### src/rtl/pipe_hazard_ctrl.sv
`default_nettype none
// ============================================================================
// pipe_hazard_ctrl : stall/flush controller for the five-stage pipeline
// Revision 1.0
// ============================================================================
module pipe_hazard_ctrl #(
  parameter int MULT_CYCLES = 5,
  parameter int DIV_CYCLES  = 10,
  parameter int BUS_TIMEOUT = 16
) (
  input  logic       clk,
  input  logic       reset,
  input  logic [4:0] d_rs,
  input  logic [4:0] d_rt,
  input  logic [1:0] d_tuse_rs,
  input  logic [1:0] d_tuse_rt,
  input  logic       d_is_md,
  input  logic [4:0] e_regaddr,
  input  logic       e_regwrite,
  input  logic [1:0] e_tnew,
  input  logic [4:0] m_regaddr,
  input  logic       m_regwrite,
  input  logic [1:0] m_tnew,
  input  logic       e_md_start,
  input  logic       e_md_is_div,
  input  logic       m_mem_req,
  input  logic       bus_ready,
  input  logic       exc_req,
  input  logic       eret,
  output logic       stall_f,
  output logic       stall_d,
  output logic       stall_e,
  output logic       stall_m,
  output logic       stall_w,
  output logic       flush_d,
  output logic       flush_e,
  output logic       flush_m,
  output logic       md_busy,
  output logic       bus_err
);

  localparam int c_MD_MAX = (DIV_CYCLES > MULT_CYCLES) ? DIV_CYCLES : MULT_CYCLES;
  localparam int c_MDW    = (c_MD_MAX >= 1) ? $clog2(c_MD_MAX + 1) : 1;
  localparam int c_WW     = (BUS_TIMEOUT >= 1) ? $clog2(BUS_TIMEOUT + 1) : 1;

  localparam logic [c_MDW-1:0] c_MULT_LD = c_MDW'(MULT_CYCLES);
  localparam logic [c_MDW-1:0] c_DIV_LD  = c_MDW'(DIV_CYCLES);
  localparam logic [c_WW-1:0]  c_TO      = c_WW'(BUS_TIMEOUT);
  localparam bit               c_TO_EN   = (BUS_TIMEOUT != 0);

  localparam logic [1:0] S_IDLE = 2'd0;
  localparam logic [1:0] S_WAIT = 2'd1;
  localparam logic [1:0] S_ERR  = 2'd2;

  logic [1:0]       r_state;
  logic [1:0]       w_state_nxt;
  logic [c_WW-1:0]  r_wcnt;
  logic [c_WW-1:0]  w_wcnt_nxt;
  logic [c_MDW-1:0] r_md_cnt;
  logic [c_MDW-1:0] w_md_nxt;
  logic             r_md_busy;
  logic             r_bus_err;

  logic w_rs_e, w_rs_m, w_rt_e, w_rt_m;
  logic w_hz_rs, w_hz_rt, w_hz_md, w_stall_data;
  logic w_freeze, w_redirect, w_md_ld;

  // A tuse of 3 marks the operand as unused, so it can never raise a hazard.
  assign w_rs_e  = e_regwrite && (e_regaddr == d_rs) && (e_tnew > d_tuse_rs);
  assign w_rs_m  = m_regwrite && (m_regaddr == d_rs) && (m_tnew > d_tuse_rs);
  assign w_rt_e  = e_regwrite && (e_regaddr == d_rt) && (e_tnew > d_tuse_rt);
  assign w_rt_m  = m_regwrite && (m_regaddr == d_rt) && (m_tnew > d_tuse_rt);
  assign w_hz_rs = (d_rs != 5'd0) && (d_tuse_rs != 2'd3) && (w_rs_e || w_rs_m);
  assign w_hz_rt = (d_rt != 5'd0) && (d_tuse_rt != 2'd3) && (w_rt_e || w_rt_m);
  assign w_hz_md = d_is_md && (r_md_busy || e_md_start);

  assign w_stall_data = w_hz_rs || w_hz_rt || w_hz_md;
  assign w_redirect   = exc_req || eret;
  assign w_freeze     = m_mem_req && !bus_ready && (r_state != S_ERR);

  always_comb begin
    w_state_nxt = r_state;
    w_wcnt_nxt  = r_wcnt;
    case (r_state)
      S_IDLE: begin
        if (m_mem_req && !bus_ready) begin
          w_state_nxt = S_WAIT;
          w_wcnt_nxt  = c_WW'(1);
        end
      end
      S_WAIT: begin
        if (bus_ready) begin
          w_state_nxt = S_IDLE;
        end else if (c_TO_EN && (r_wcnt == c_TO)) begin
          w_state_nxt = S_ERR;
        end else begin
          w_wcnt_nxt = r_wcnt + 1'b1;
        end
      end
      S_ERR:   w_state_nxt = S_IDLE;
      default: w_state_nxt = S_IDLE;
    endcase
  end

  // A frozen start is re-presented later; a start alongside a redirect is dropped.
  assign w_md_ld = e_md_start && !w_freeze && !w_redirect;

  always_comb begin
    w_md_nxt = r_md_cnt;
    if (w_md_ld) begin
      w_md_nxt = e_md_is_div ? c_DIV_LD : c_MULT_LD;
    end else if (r_md_cnt != '0) begin
      w_md_nxt = r_md_cnt - 1'b1;
    end
  end

  always_ff @(posedge clk or negedge reset) begin
    if (!reset) begin
      r_state   <= S_IDLE;
      r_wcnt    <= '0;
      r_md_cnt  <= '0;
      r_md_busy <= 1'b0;
      r_bus_err <= 1'b0;
    end else begin
      r_state   <= w_state_nxt;
      r_wcnt    <= w_wcnt_nxt;
      r_md_cnt  <= w_md_nxt;
      r_md_busy <= (w_md_nxt != '0);
      r_bus_err <= (w_state_nxt == S_ERR);
    end
  end

  always_comb begin
    stall_f = 1'b0;
    stall_d = 1'b0;
    stall_e = 1'b0;
    stall_m = 1'b0;
    stall_w = 1'b0;
    flush_d = 1'b0;
    flush_e = 1'b0;
    flush_m = 1'b0;
    if (!reset) begin
      stall_f = 1'b0;
    end else if (w_freeze) begin
      stall_f = 1'b1;
      stall_d = 1'b1;
      stall_e = 1'b1;
      stall_m = 1'b1;
      stall_w = 1'b1;
    end else if (w_redirect) begin
      flush_d = 1'b1;
      flush_e = 1'b1;
      flush_m = 1'b1;
    end else if (w_stall_data) begin
      stall_f = 1'b1;
      stall_d = 1'b1;
      flush_e = 1'b1;
    end
  end

  assign md_busy = r_md_busy;
  assign bus_err = r_bus_err;

endmodule
`default_nettype wire

### config.mk
export PLATFORM = sky130hd
export DESIGN_NAME = pipe_hazard_ctrl
export DESIGN_NICKNAME = d
export VERILOG_FILES = /design/src/rtl/pipe_hazard_ctrl.sv
export SDC_FILE = /design/constraint.sdc
export NUM_CORES = 1
export LEC_CHECK = 0
export BUFFER_PORTS_ARGS = -buffer_cell sky130_fd_sc_hd__buf_2
export CORE_MARGIN = 10
export CORE_UTILIZATION = 30
export CTS_BUF_LIST = sky130_fd_sc_hd__clkbuf_4 sky130_fd_sc_hd__clkbuf_8 sky130_fd_sc_hd__clkbuf_16
export CTS_CLUSTER_SIZE = 14
export DETAILED_ROUTE_END_ITERATION = 10
export SETUP_SLACK_MARGIN = 0.2
export SLEW_MARGIN = 0
export SYNTH_ARGS = -nofsm -noshare
export SYNTH_HDL_FRONTEND = slang
export SYNTH_SLANG_ARGS = --single-unit
### constraint.sdc
create_clock -name clk -period 1.9 [get_ports clk]
set_clock_uncertainty 0.2 [all_clocks]
set_input_delay 0.19 -clock clk [delete_from_list [all_inputs] [get_ports clk]]
set_output_delay 0.19 -clock clk [all_outputs]
set_load 0.01 [all_outputs]
Word-level counts from Yosys, hierarchy flattened
Cells that the tools add are included.
W data, S select, Z words.
{"block": "word_totals", "ff_bits": 13, "out_inout_bits": 10, "word_cells": 80, "input_bits": 39}
{"block": "classes", "n_eq_ne": 13, "order_cmp": 4, "addsub": 2, "reduce_logical": 33, "mux": 23}
{"op": "$eq A5 B5 Y1", "n": 4}
{"op": "$logic_and A1 B1 Y1", "n": 17}
{"op": "$mux W5", "n": 3}
{"op": "$mux W1", "n": 12}
{"op": "$mux W4", "n": 3}
{"op": "$ne A2 B2 Y1 const B", "n": 6}
{"op": "$pmux W5 S2", "n": 1}
{"op": "$reduce_bool A5 Y1", "n": 2}
{"op": "$gt A2 B2 Y1", "n": 4}
{"op": "$reduce_bool A4 Y1", "n": 2}
{"op": "$logic_or A1 B1 Y1", "n": 6}
{"op": "$mux W2", "n": 3}
{"op": "$add A5 B1 Y5 const B", "n": 1}
{"op": "$eq A5 B5 Y1 const B", "n": 1}
{"op": "$pmux W2 S2", "n": 1}
{"op": "$reduce_and A4 Y1", "n": 1}
{"op": "$sub A4 B1 Y4 const B", "n": 1}
{"op": "$logic_not A1 Y1", "n": 3}
{"op": "$eq A2 B1 Y1 const B", "n": 1}
{"op": "$eq A2 B2 Y1 const B", "n": 1}
{"op": "$logic_not A2 Y1", "n": 1}
{"op": "$reduce_bool A2 Y1", "n": 1}

Depth between registers and ports, before layout
Gate-level depths: netlist of run 1.
{"block": "logic_depth", "word_depth": 11, "mapped_depth": 9, "ltp_nobuf": 8}

Least setup slack after synthesis of run 1
OpenSTA, ideal clock, no wires.
{"block": "synth_timing", "path_type": "in2out", "startpoint": "input d_tuse_rs[1]", "endpoint": "output stall_f", "setup_slack_ps": -214, "required_ps": 1510, "cell_stages": 8, "n_path_buf": 1, "arrival_time_ps": 1724, "path_cell_list": "inv_1 -> ha_1 -> a21oi_1 -> nor4_1 -> o221ai_1 -> a311o_1 -> a21oi_1 -> buf_4"}
{"block": "synth_between", "elab_chain_len": 10, "elab_cells_between_ends": 14}
{"element": "from (decl)", "line_no": "15", "text": "input logic [1:0] d_tuse_rs,"}
{"element": "$gt A2 B2 Y1, on equally long branches", "line_no": "69, 70"}
{"element": "$logic_and A1 B1 Y1, on equally long branches", "line_no": "69, 70"}
{"element": "$logic_or A1 B1 Y1", "line_no": "73", "text": "assign w_hz_rs = (d_rs != 5'd0) && (d_tuse_rs != 2'd3) && (w_rs_e || w_rs_m);"}
{"element": "$logic_and A1 B1 Y1 *", "line_no": "73"}
{"element": "$logic_or A1 B1 Y1 * (2 in series)", "line_no": "77", "text": "assign w_stall_data = w_hz_rs || w_hz_rt || w_hz_md;"}
{"element": "$mux W1 * (4 in series)"}
{"element": "to (decl)", "line_no": "30", "text": "output logic stall_f,"}
Mark *: on every way between the ends. The rest lies on a longest branch, timed or not.

Worst setup path after layout of run 1
{"block": "layout_timing", "startpoint": "input m_regaddr[1]", "endpoint": "output stall_d"}
{"block": "layout_between", "elab_chain_len": 11, "elab_cells_between_ends": 16}
{"element": "from (decl)", "line_no": "21", "text": "input logic [4:0] m_regaddr,"}
{"element": "$eq A5 B5 Y1, on equally long branches", "line_no": "70, 72"}
{"element": "$logic_and A1 B1 Y1, on equally long branches (2 in series)", "line_no": "70, 72"}
{"element": "$logic_or A1 B1 Y1, on equally long branches", "line_no": "73, 74"}
{"element": "$logic_and A1 B1 Y1, on equally long branches", "line_no": "73, 74"}
{"element": "$logic_or A1 B1 Y1 * (2 in series)", "line_no": "77"}
{"element": "$mux W1 *", "line_no": "154", "text": "end else if (w_stall_data) begin"}
{"element": "$mux W1 *", "line_no": "150", "text": "end else if (w_redirect) begin"}
{"element": "$mux W1 *", "line_no": "144", "text": "end else if (w_freeze) begin"}
{"element": "$mux W1 *", "line_no": "142", "text": "if (!reset) begin"}
{"element": "to (decl)", "line_no": "31", "text": "output logic stall_d,"}
Marked as above.

==> reports/qor.csv, run 1 <==
stage,metric,value,unit
setup_path,highest-delay cell along the critical path,nor4_4,
route,met3 layer wire length in the routed design,143,um
placement,dpl cells,241,
final_layout,Post-layout nets,261,
final_layout,Post-Layout Cell Count,258,
pwr,total power density per cell area,749,nW/um2
cts,number of clock buffers inserted by TritonCTS,3,
logic_synthesis,number of enable-type register cells in the synthesized netlist,0,
timing,Total Negative Setup Slacks,-543,ps
global_route,wire length of the first global-routing pass,5980,um
timing,final worst setup slack,-226,ps
setup_path,delay of the slowest cell on the worst path,330,ps
die,area inside the core boundary,3740,um2
timing,unrepaired setup endpoints after global routing,yes,
global_route,aggregate global routing overflow,0,
final_layout,fraction of final layout cells sized beyond drive strength 1,59.0,%
route,Remaining DRCs,0,
cts,root cell of the clock tree,clkbuf_8,
placement,placed cell areas,1550,um2
timing,highest clock rate,470,MHz
die,total I/O pin count,49,
cts,clock-pin slew reported for the worst setup and hold paths after clock tree synthesis,50,ps
route,final WL,4130,um
setup_path,crit path launch,m_regaddr[1],
placement,DP HPWL,3000,um
setup_path,top fanout value on the critical path,2,
logic_synthesis,library cell with the highest instance count after synthesis,xnor2_1,
logic_synthesis,total nets after synthesis,194,
timing,final count of pins violating max slew,0,
logic_synthesis,count of state elements after synthesis,13,
logic_synthesis,"Seq/Total Area, Yosys",27.5,%
route,routed length per placed instance,16.0,um
setup_path,"Data arrival, critical path",1740,ps
global_route,initial antenna violation count,0,
route,total routed wire length on the met1 layer,1630,um
logic_synthesis,Synth async-reset ratio,100,%
die,chip width,82.8,um
status,violated checks,negative setup slack,
logic_synthesis,mean cell area of the mapped netlist,8.22,um2
setup_path,r2r startpoint,r_state[1],
logic_synthesis,most area-consuming cells after synthesis,"dfrtp_1 (27%), xnor2_1 (13%), ha_1 (12%)",
route,via total after detailed routing,1292,
logic_synthesis,number of distinct library cell variants in the gate-level netlist after synthesis,31,
cts,deepest clock path buffer count,2,
route,uppermost routed layer,met4,
logic_synthesis,area share of the largest cell type after synthesis,27.5,%
timing,number of hold violations in the final report,0,
final_layout,post-synthesis to final-layout area growth,75.6,%
route,Vias/cell,5.01,
logic_synthesis,count of yosys warnings during synthesis,0,
logic_synthesis,synthesized instance count,144,
logic_synthesis,largest area contributor in the synthesized netlist,dfrtp_1,
status,result of the run,finished with violations,
global_route,global router's overall resource usage,10.2,%
hold_path,hold path startpoint,e_md_start,
route,"antenna viol nets, final",0,
timing,worst-margin pin slew,473,ps
die,initial core utilization,31.6,%
route,number of detailed-route iterations in the first pass,4,
setup_path,kind of capture point of the worst setup path,output port,
setup_path,CP Launch Type,primary input,
global_route,maximum number of pins on one net before global-route repair,14,
logic_synthesis,most frequently used flop master after synthesis,dfrtp_1,
pwr,worst vdd rail ir drop,0.000481,V
logic_synthesis,area of the mapped netlist,1180,um2
die,std cell rows,22,
global_route,via count of the first global-routing pass,1311,
final_layout,Final Cell Area,2080,um2
cts,number of clock sinks seen by CTS,13,
die,Total Die Area,6860,um2
logic_synthesis,Commonest cells post-synth,"xnor2_1 (17), inv_1 (16), dfrtp_1 (13), nand3_1 (13), a21oi_1 (12)",
pwr,Lkg Pwr,0.899,nW
timing,relative max-transition margin,68.3,%
timing,final period utilization,112,%
placement,Port Buffer Count,48,
placement,Placer Congestion,0.780,
final_layout,multi-input combinational cell area,1090,um2
hold_path,Tightest Hold Check Type,in -> reg,
cts,latest clock arrival within the worst-skew pair,250,ps
setup_path,CP dominant cell by count,buf_2,
route,Met2 Routed Length,2330,um
final_layout,filler cell count,322,
hold_path,worst hold path cell count,4,
setup_path,Register-to-Register Path Depth,7,
setup_path,ordered list of cells on the worst path,buf_2 > xnor2_2 > nand3_2 > nor4_4 > o221ai_2 > a311o_1 > a21oi_2 > buf_2,
setup_path,critical path type,in -> out,
route,Starting DRT DRC Count,32,
cts,clock tree from TritonCTS,built,
setup_path,required time worst endpoint,1510,ps
final_layout,Register Area,327,um2
run,Max Cap Viol,0,
timing,time the worst path needs with I/O delays and setup,2130,ps
pwr,"sum of internal, switching and leakage power",1.56,mW
cts,maximum level of the CTS H-tree,1,
die,chip height,82.8,um
final_layout,diode count,0,
timing,final setup violating endpoints,3,
## logic make-up after synthesis
family / count (synthesis) / share of synthesized area (%)
AO/OA/AOI/OAI: 29 / 15.5
XOR/XNOR: 21 / 15.5
adder cells (fa/ha/maj): 11 / 11.6
buffers and inverters: 21 / 7.93
flip-flops: 13 / 27.5
multiplexers: 1 / 0.951
AND/OR/NAND/NOR: 48 / 20.9
## per-layer routing
layer | track usage (%) | vias to the layer above
met5 | 0 | -
met4 | 3.23 | 0
met3 | 2.05 | 4
met2 | 19.0 | 32
met1 | 11.0 | 614
li1 | - | 642
## final timing paths
kind / endpoint / slack (ps)
max in group asynchronous: r_state[1] / 1050
min in group asynchronous: r_wcnt[1] / 280
setup reg to reg: md_busy / 130
hold / removal: r_md_cnt[1] / 160
setup / recovery: stall_d / -230
hold reg to reg: r_wcnt[1] / 400
## metrics by stage
step / util, % / setup WS (ps) / hold WS (ps)
after detailed placement: 41.3 / -390 / -16.0
after global placement: 41.3 / -348 / -10.8
after global routing: 55.5 / -296 / 174
after floorplan: - / -103 / -306
after CTS: 47.1 / -277 / 135
final: 55.5 / -226 / 161
## cell type report
class / instances / area share, %
inverter: 16 / 4.21
multi-input combinational: 110 / 52.6
timing repair buffer: 67 / 22.3
sequential: 13 / 15.7
clock buffer: 4 / 2.35
tap: 48 / 2.89
## state kept, by name (all words and copies together), names as in the netlist
signal and flops:
r_wcnt 5, bus_err 1, r_state 2, r_md_cnt 4, md_busy 1
## where the power goes
| group | internal [mW] | leakage (nW) | total [mW] | switching, mW |
|---|---|---|---|---|
| Clock | 0.163 | 0.0262 | 0.263 | 0.101 |
| Combinational | 0.425 | 0.713 | 0.825 | 0.400 |
| Sequential | 0.365 | 0.160 | 0.468 | 0.103 |
| Total | 0.952 | 0.899 | 1.56 | 0.604 |
## what timing repair did
item | CTS | global route
setup endpoints to repair | 7 | 16
gates resized for setup | 29 | 54
hold buffers | 2 | 0
pin swaps | 14 | 18
endpoints found under the hold margin | 14 | 0
buffers inserted | 1 | 10
cloned | 0 | 0
## worst max-delay path: cells and delay by family
family	cells	cell delay (ps)
xor+xnor	1	190
simple gates	2	470
compound gates	3	600
buf+inv	2	290
## cell usage in the layout (no fill, tap or decap), types with 4 or more instances in the layout
master | synthesis | routed
buf_2 | 0 | 39
xnor2_1 | 17 | 14
buf_4 | 4 | 14
dfrtp_1 | 13 | 12
buf_6 | 0 | 10
nand3_1 | 13 | 9
ha_4 | 0 | 9
inv_1 | 16 | 7
a21oi_2 | 0 | 7
nand2_1 | 9 | 7
inv_2 | 0 | 5
a21oi_1 | 12 | 5
a22o_1 | 5 | 5
xor2_1 | 4 | 4
No activity file was read; power rests on OpenSTA's default activity.
==> run 2, diff against run 1 <==
==> constraint.sdc (replaced) <==
create_clock -name clk -period 2.6 [get_ports clk]
set_clock_uncertainty 0.2 [all_clocks]
set_input_delay 0.39 -clock clk [delete_from_list [all_inputs] [get_ports clk]]
set_output_delay 0.39 -clock clk [all_outputs]
set_load 0.01 [all_outputs]
==> reports/qor.csv, run 2 (synthesis gave the netlist of run 1 again) <==
stage,metric,value,unit
status,result of the run,finished clean,
die,total I/O pin count,49,
placement,dpl cells,236,
global_route,maximum number of pins on one net before global-route repair,16,
setup_path,"Data arrival, critical path",1930,ps
hold_path,hold path startpoint,e_md_is_div,
route,via total after detailed routing,1175,
route,Vias/cell,4.88,
pwr,"sum of internal, switching and leakage power",0.917,mW
setup_path,CP dominant cell by count,buf_2,
global_route,via count of the first global-routing pass,1224,
hold_path,Tightest Hold Check Type,in -> reg,
final_layout,post-synthesis to final-layout area growth,47.6,%
timing,number of hold violations in the final report,0,
run,Max Cap Viol,0,
route,Remaining DRCs,0,
route,routed length per placed instance,14.5,um
pwr,Lkg Pwr,0.786,nW
timing,final worst setup slack,79.9,ps
cts,root cell of the clock tree,clkbuf_8,
die,initial core utilization,31.6,%
timing,final count of pins violating max slew,0,
cts,number of clock buffers inserted by TritonCTS,3,
route,"antenna viol nets, final",0,
cts,number of clock sinks seen by CTS,13,
setup_path,delay of the slowest cell on the worst path,350,ps
placement,Placer Congestion,0.798,
hold_path,worst hold path cell count,2,
pwr,worst vdd rail ir drop,0.000368,V
setup_path,ordered list of cells on the worst path,buf_2 > xnor2_2 > nand3_1 > nor4_2 > o221ai_2 > a311o_1 > a21oi_2 > buf_2,
timing,final period utilization,96.9,%
timing,highest clock rate,397,MHz
final_layout,most frequent cells in the layout,"buf_2 (39), xnor2_1 (13), dfrtp_1 (13)",
timing,worst-margin pin slew,505,ps
final_layout,Final Cell Area,1750,um2
final_layout,registers with the most flip-flops,"r_wcnt (5), r_md_cnt (4), r_state (2)",
global_route,global router's overall resource usage,9.27,%
hold_path,worst-case hold path end point,r_md_cnt[2],
timing,WHS,135,ps
global_route,aggregate global routing overflow,0,
placement,"worst slack, placed",-45.7,ps
setup_path,Register-to-Register Path Depth,8,
route,number of detailed-route iterations in the first pass,4,
die,chip height,82.8,um
cts,clock tree from TritonCTS,built,
setup_path,register-to-register path setup slack,730,ps
cts,latest clock arrival within the worst-skew pair,240,ps
global_route,initial antenna violation count,0,
route,Starting DRT DRC Count,31,
final_layout,Post-Layout Cell Count,241,
setup_path,CP Launch Type,primary input,
setup_path,kind of capture point of the worst setup path,output port,
die,area inside the core boundary,3740,um2
setup_path,top fanout value on the critical path,3,
setup_path,r2r startpoint,r_wcnt[0],
final_layout,Post-layout nets,244,
timing,time the worst path needs with I/O delays and setup,2520,ps
timing,relative max-transition margin,66.1,%
final_layout,diode count,0,
setup_path,highest-delay cell along the critical path,nor4_2,
final_layout,most flop-heavy register,r_wcnt,
final_layout,"flip-flop count of the largest register, all copies and words added",5,
pwr,total power density per cell area,525,nW/um2
final_layout,filler cell count,355,
timing,final setup violating endpoints,0,
setup_path,required time worst endpoint,2010,ps
timing,unrepaired setup endpoints after global routing,yes,
setup_path,R2R Path End,r_wcnt[0],
die,Total Die Area,6860,um2
cts,clock-pin slew reported for the worst setup and hold paths after clock tree synthesis,50,ps
cts,deepest clock path buffer count,2,
die,std cell rows,22,
setup_path,crit path launch,d_rs[2],
cts,maximum level of the CTS H-tree,1,
setup_path,critical path type,in -> out,
final_layout,fraction of final layout cells sized beyond drive strength 1,41.5,%
placement,placed cell areas,1500,um2
global_route,wire length of the first global-routing pass,5570,um
final_layout,"commonest non-fill, non-tap cell in the layout",buf_2,
placement,DP HPWL,2840,um
placement,Port Buffer Count,48,
route,final WL,3510,um
die,chip width,82.8,um
[run 2: cell type report]
type	count	area, um2	share of cell area [%]
Tap cell	48	60.1	3.44
Multi-Input combinational cell	110	926	53.0
Inverter	16	80.1	4.58
Sequential cell	13	325	18.6
Timing Repair Buffer	50	307	17.6
Clock buffer	4	48.8	2.79
[run 2: repair_timing]
action,CTS,global route
buffers inserted,0,0
hold endpoints to repair,13,0
endpoints found under the setup margin,3,6
gates resized for setup,16,20
pin swaps,6,4
hold buffers,1,0
[run 2: worst max-delay path, delay by kind of cell]
kind | cells | cell delay, ps
XOR/XNOR | 1 | 160
buffers and inverters | 2 | 290
AO/OA/AOI/OAI | 3 | 620
AND/OR/NAND/NOR | 2 | 470
[run 2: worst max path at each step]
stage	end	slack [ps]	cells past startpoint
2_1_floorplan	stall_f	200	9
3_3_place_gp	stall_d	-30	10
3_5_place_dp	stall_f	-50	10
4_1_cts	stall_f	40	9
5_1_grt	stall_f	-20	8
6_report	stall_f	80	8
[run 2: power breakdown]
part           total [mW]  leakage, nW  internal (mW)  switching [mW]
Clock               0.189       0.0262          0.119          0.0704
Sequential          0.323        0.161          0.267          0.0563
Combinational       0.405        0.599          0.200           0.205
Total               0.917        0.786          0.585           0.332
[run 2: stage by stage]
stage | TNS, ps | utilization, %
6_report | 0 | 46.7
5_1_grt | -32.2 | 46.7
4_1_cts | 0 | 44.1
3_5_place_dp | -90.1 | 40.1
3_3_place_gp | -66.1 | 40.1
2_1_floorplan | 0 | -
[run 2: per-layer routing]
layer	GRT usage (%)	vias to the layer above	share of wire [%]
met5	0	-	0
met4	2.46	0	1.5
li1	-	603	-
met2	16.8	30	52
met1	10.4	535	42
met3	2.34	7	3.8
==> run 3, diff against run 2 <==
==> constraint.sdc (replaced) <==
create_clock -name clk -period 2.6 [get_ports clk]
set_clock_uncertainty 0.2 [all_clocks]
set_input_delay 0.52 -clock clk [delete_from_list [all_inputs] [get_ports clk]]
set_output_delay 0.52 -clock clk [all_outputs]
set_load 0.01 [all_outputs]
==> reports/qor.csv, run 3 (synthesis gave the netlist of run 1 again) <==
stage,metric,value,unit
status,result of the run,finished with violations,
status,violated checks,negative setup slack,
pwr,switch share,36.9,%
final_layout,Post-layout nets,251,
global_route,met2 Track Usage GR,18.3,%
die,total I/O pin count,49,
setup_path,"Data arrival, critical path",2150,ps
final_layout,"commonest non-fill, non-tap cell in the layout",buf_2,
cts,number of clock sinks seen by CTS,13,
timing,highest clock rate,349,MHz
placement,DP HPWL,2920,um
route,Starting DRT DRC Count,20,
die,std cell rows,22,
route,number of detailed-route iterations in the first pass,4,
cts,hold buffer count at CTS,0,
cts,root cell of the clock tree,clkbuf_8,
setup_path,CP Launch Type,primary input,
final_layout,post-synthesis to final-layout area growth,50.1,%
route,routed length per placed instance,14.7,um
global_route,via count of the first global-routing pass,1263,
die,chip height,82.8,um
cts,clock-pin slew reported for the worst setup and hold paths after clock tree synthesis,60,ps
setup_path,number of buffers and inverters on the critical path,2,
route,Remaining DRCs,0,
final_layout,most frequent cells in the layout,"buf_2 (45), xnor2_1 (15), dfrtp_1 (13)",
die,area inside the core boundary,3740,um2
global_route,maximum number of pins on one net before global-route repair,14,
die,Total Die Area,6860,um2
global_route,aggregate global routing overflow,0,
cts,latest clock arrival within the worst-skew pair,240,ps
pwr,Clk pwr share,20.4,%
timing,final count of pins violating max slew,0,
timing,worst-margin pin slew,479,ps
pwr,combinational share of power,44.7,%
setup_path,required time worst endpoint,1880,ps
global_route,initial antenna violation count,0,
global_route,global router's overall resource usage,9.69,%
global_route,wire length of the first global-routing pass,5760,um
cts,deepest clock path buffer count,2,
timing,relative max-transition margin,67.9,%
final_layout,"flip-flop count of the largest register, all copies and words added",5,
run,Max Cap Viol,0,
pwr,Switch Pwr,0.343,mW
pwr,worst vdd rail ir drop,0.000366,V
timing,time the worst path needs with I/O delays and setup,2870,ps
pwr,"sum of internal, switching and leakage power",0.927,mW
route,Vias/cell,4.92,
final_layout,diode count,0,
timing,unrepaired setup endpoints after global routing,yes,
setup_path,Register-to-Register Path Depth,8,
final_layout,fraction of final layout cells sized beyond drive strength 1,44.0,%
setup_path,critical path type,in -> out,
timing,final period utilization,110,%
cts,clock tree from TritonCTS,built,
die,initial core utilization,31.6,%
setup_path,top fanout value on the critical path,2,
route,final WL,3640,um
global_route,global routing usage on met1,10.8,%
cts,maximum level of the CTS H-tree,1,
setup_path,CP dominant cell by count,buf_2,
placement,Placer Congestion,0.803,
cts,number of clock buffers inserted by TritonCTS,3,
route,"antenna viol nets, final",0,
setup_path,delay of the slowest cell on the worst path,340,ps
placement,Port Buffer Count,48,
setup_path,highest-delay cell along the critical path,a311o_1,
setup_path,kind of cell adding the most delay to the critical path,compound AO/OA/AOI/OAI gates,
die,chip width,82.8,um
timing,final worst setup slack,-267,ps
pwr,internal power component,0.585,mW
pwr,part of the total power dissipated in sequential elements,34.9,%
hold_path,Tightest Hold Check Type,in -> async,
pwr,Lkg Pwr,0.809,nW
setup_path,kind of capture point of the worst setup path,output port,
timing,number of hold violations in the final report,0,
setup_path,total number of cells along the worst setup path,8,
route,via total after detailed routing,1219,
global_route,met3 track demand over resource,1.66,%
timing,final setup violating endpoints,3,
timing,Total Negative Setup Slacks,-622,ps
final_layout,most flop-heavy register,r_wcnt,
pwr,total power density per cell area,522,nW/um2
setup_path,ordered list of cells on the worst path,buf_2 > ha_1 > a21oi_1 > nor4_2 > o221ai_2 > a311o_1 > a21oi_2 > buf_2,
final_layout,registers with the most flip-flops,"r_wcnt (5), r_md_cnt (4), r_state (2)",
global_route,grt peak-use layer,met2,
-- run 3: what timing repair did --
item                                    in CTS  in global routing
gates cloned                                 0                  0
endpoints found under the setup margin       3                  3
setup buffers                                0                  0
pin swaps                                    6                 10
resized for setup                           11                 16
-- run 3: layer usage --
metal	vias to the layer above	share of wire (%)
li1	622	-
met3	4	1.8
met1	576	41
met2	17	57
met5	-	0
met4	0	0.74
-- run 3: through the flow --
stage / instance area (um2) / instances / utilization (%) / hold slack [ps] / setup WS (ps)
2_1_floorplan: 1230 / 144 / - / 24.4 / -63.0
3_3_place_gp: 1570 / 244 / 41.8 / 313 / -343
3_5_place_dp: 1570 / 244 / 41.8 / 313 / -347
4_1_cts: 1670 / 248 / 44.6 / 48.4 / -238
5_1_grt: 1780 / 248 / 47.5 / 60.1 / -356
6_report: 1780 / 248 / 47.5 / 50.7 / -267
-- run 3: final timing paths --
kind                        startpoint           to  slack, ps
min reg2reg                  r_wcnt[4]    r_wcnt[4]        370
min                              reset   r_state[1]         50
max in group asynchronous        reset   r_state[0]       1990
max reg2reg                  r_wcnt[0]    r_wcnt[0]        760
min in group clk           e_md_is_div  r_md_cnt[2]        260
max                          m_tnew[1]      stall_d       -270
-- run 3: cell type report --
type | instances | area [um2]
fillers | 383 | 1970
inverters | 16 | 77.6
flip-flops and latches | 13 | 325
multi-input cells | 110 | 935
clock buffers | 4 | 48.8
well taps | 48 | 60.1
repair buffers | 57 | 330
-- run 3: power by group through the flow --
stage | sequential [mW] | clock, mW | combinational (mW)
2_1_floorplan | 0.314 | 0 | 0.265
3_3_place_gp | 0.325 | 0 | 0.378
3_5_place_dp | 0.326 | 0 | 0.382
4_1_cts | 0.323 | 0.197 | 0.396
5_1_grt | 0.336 | 0.207 | 0.466
6_report | 0.324 | 0.189 | 0.414
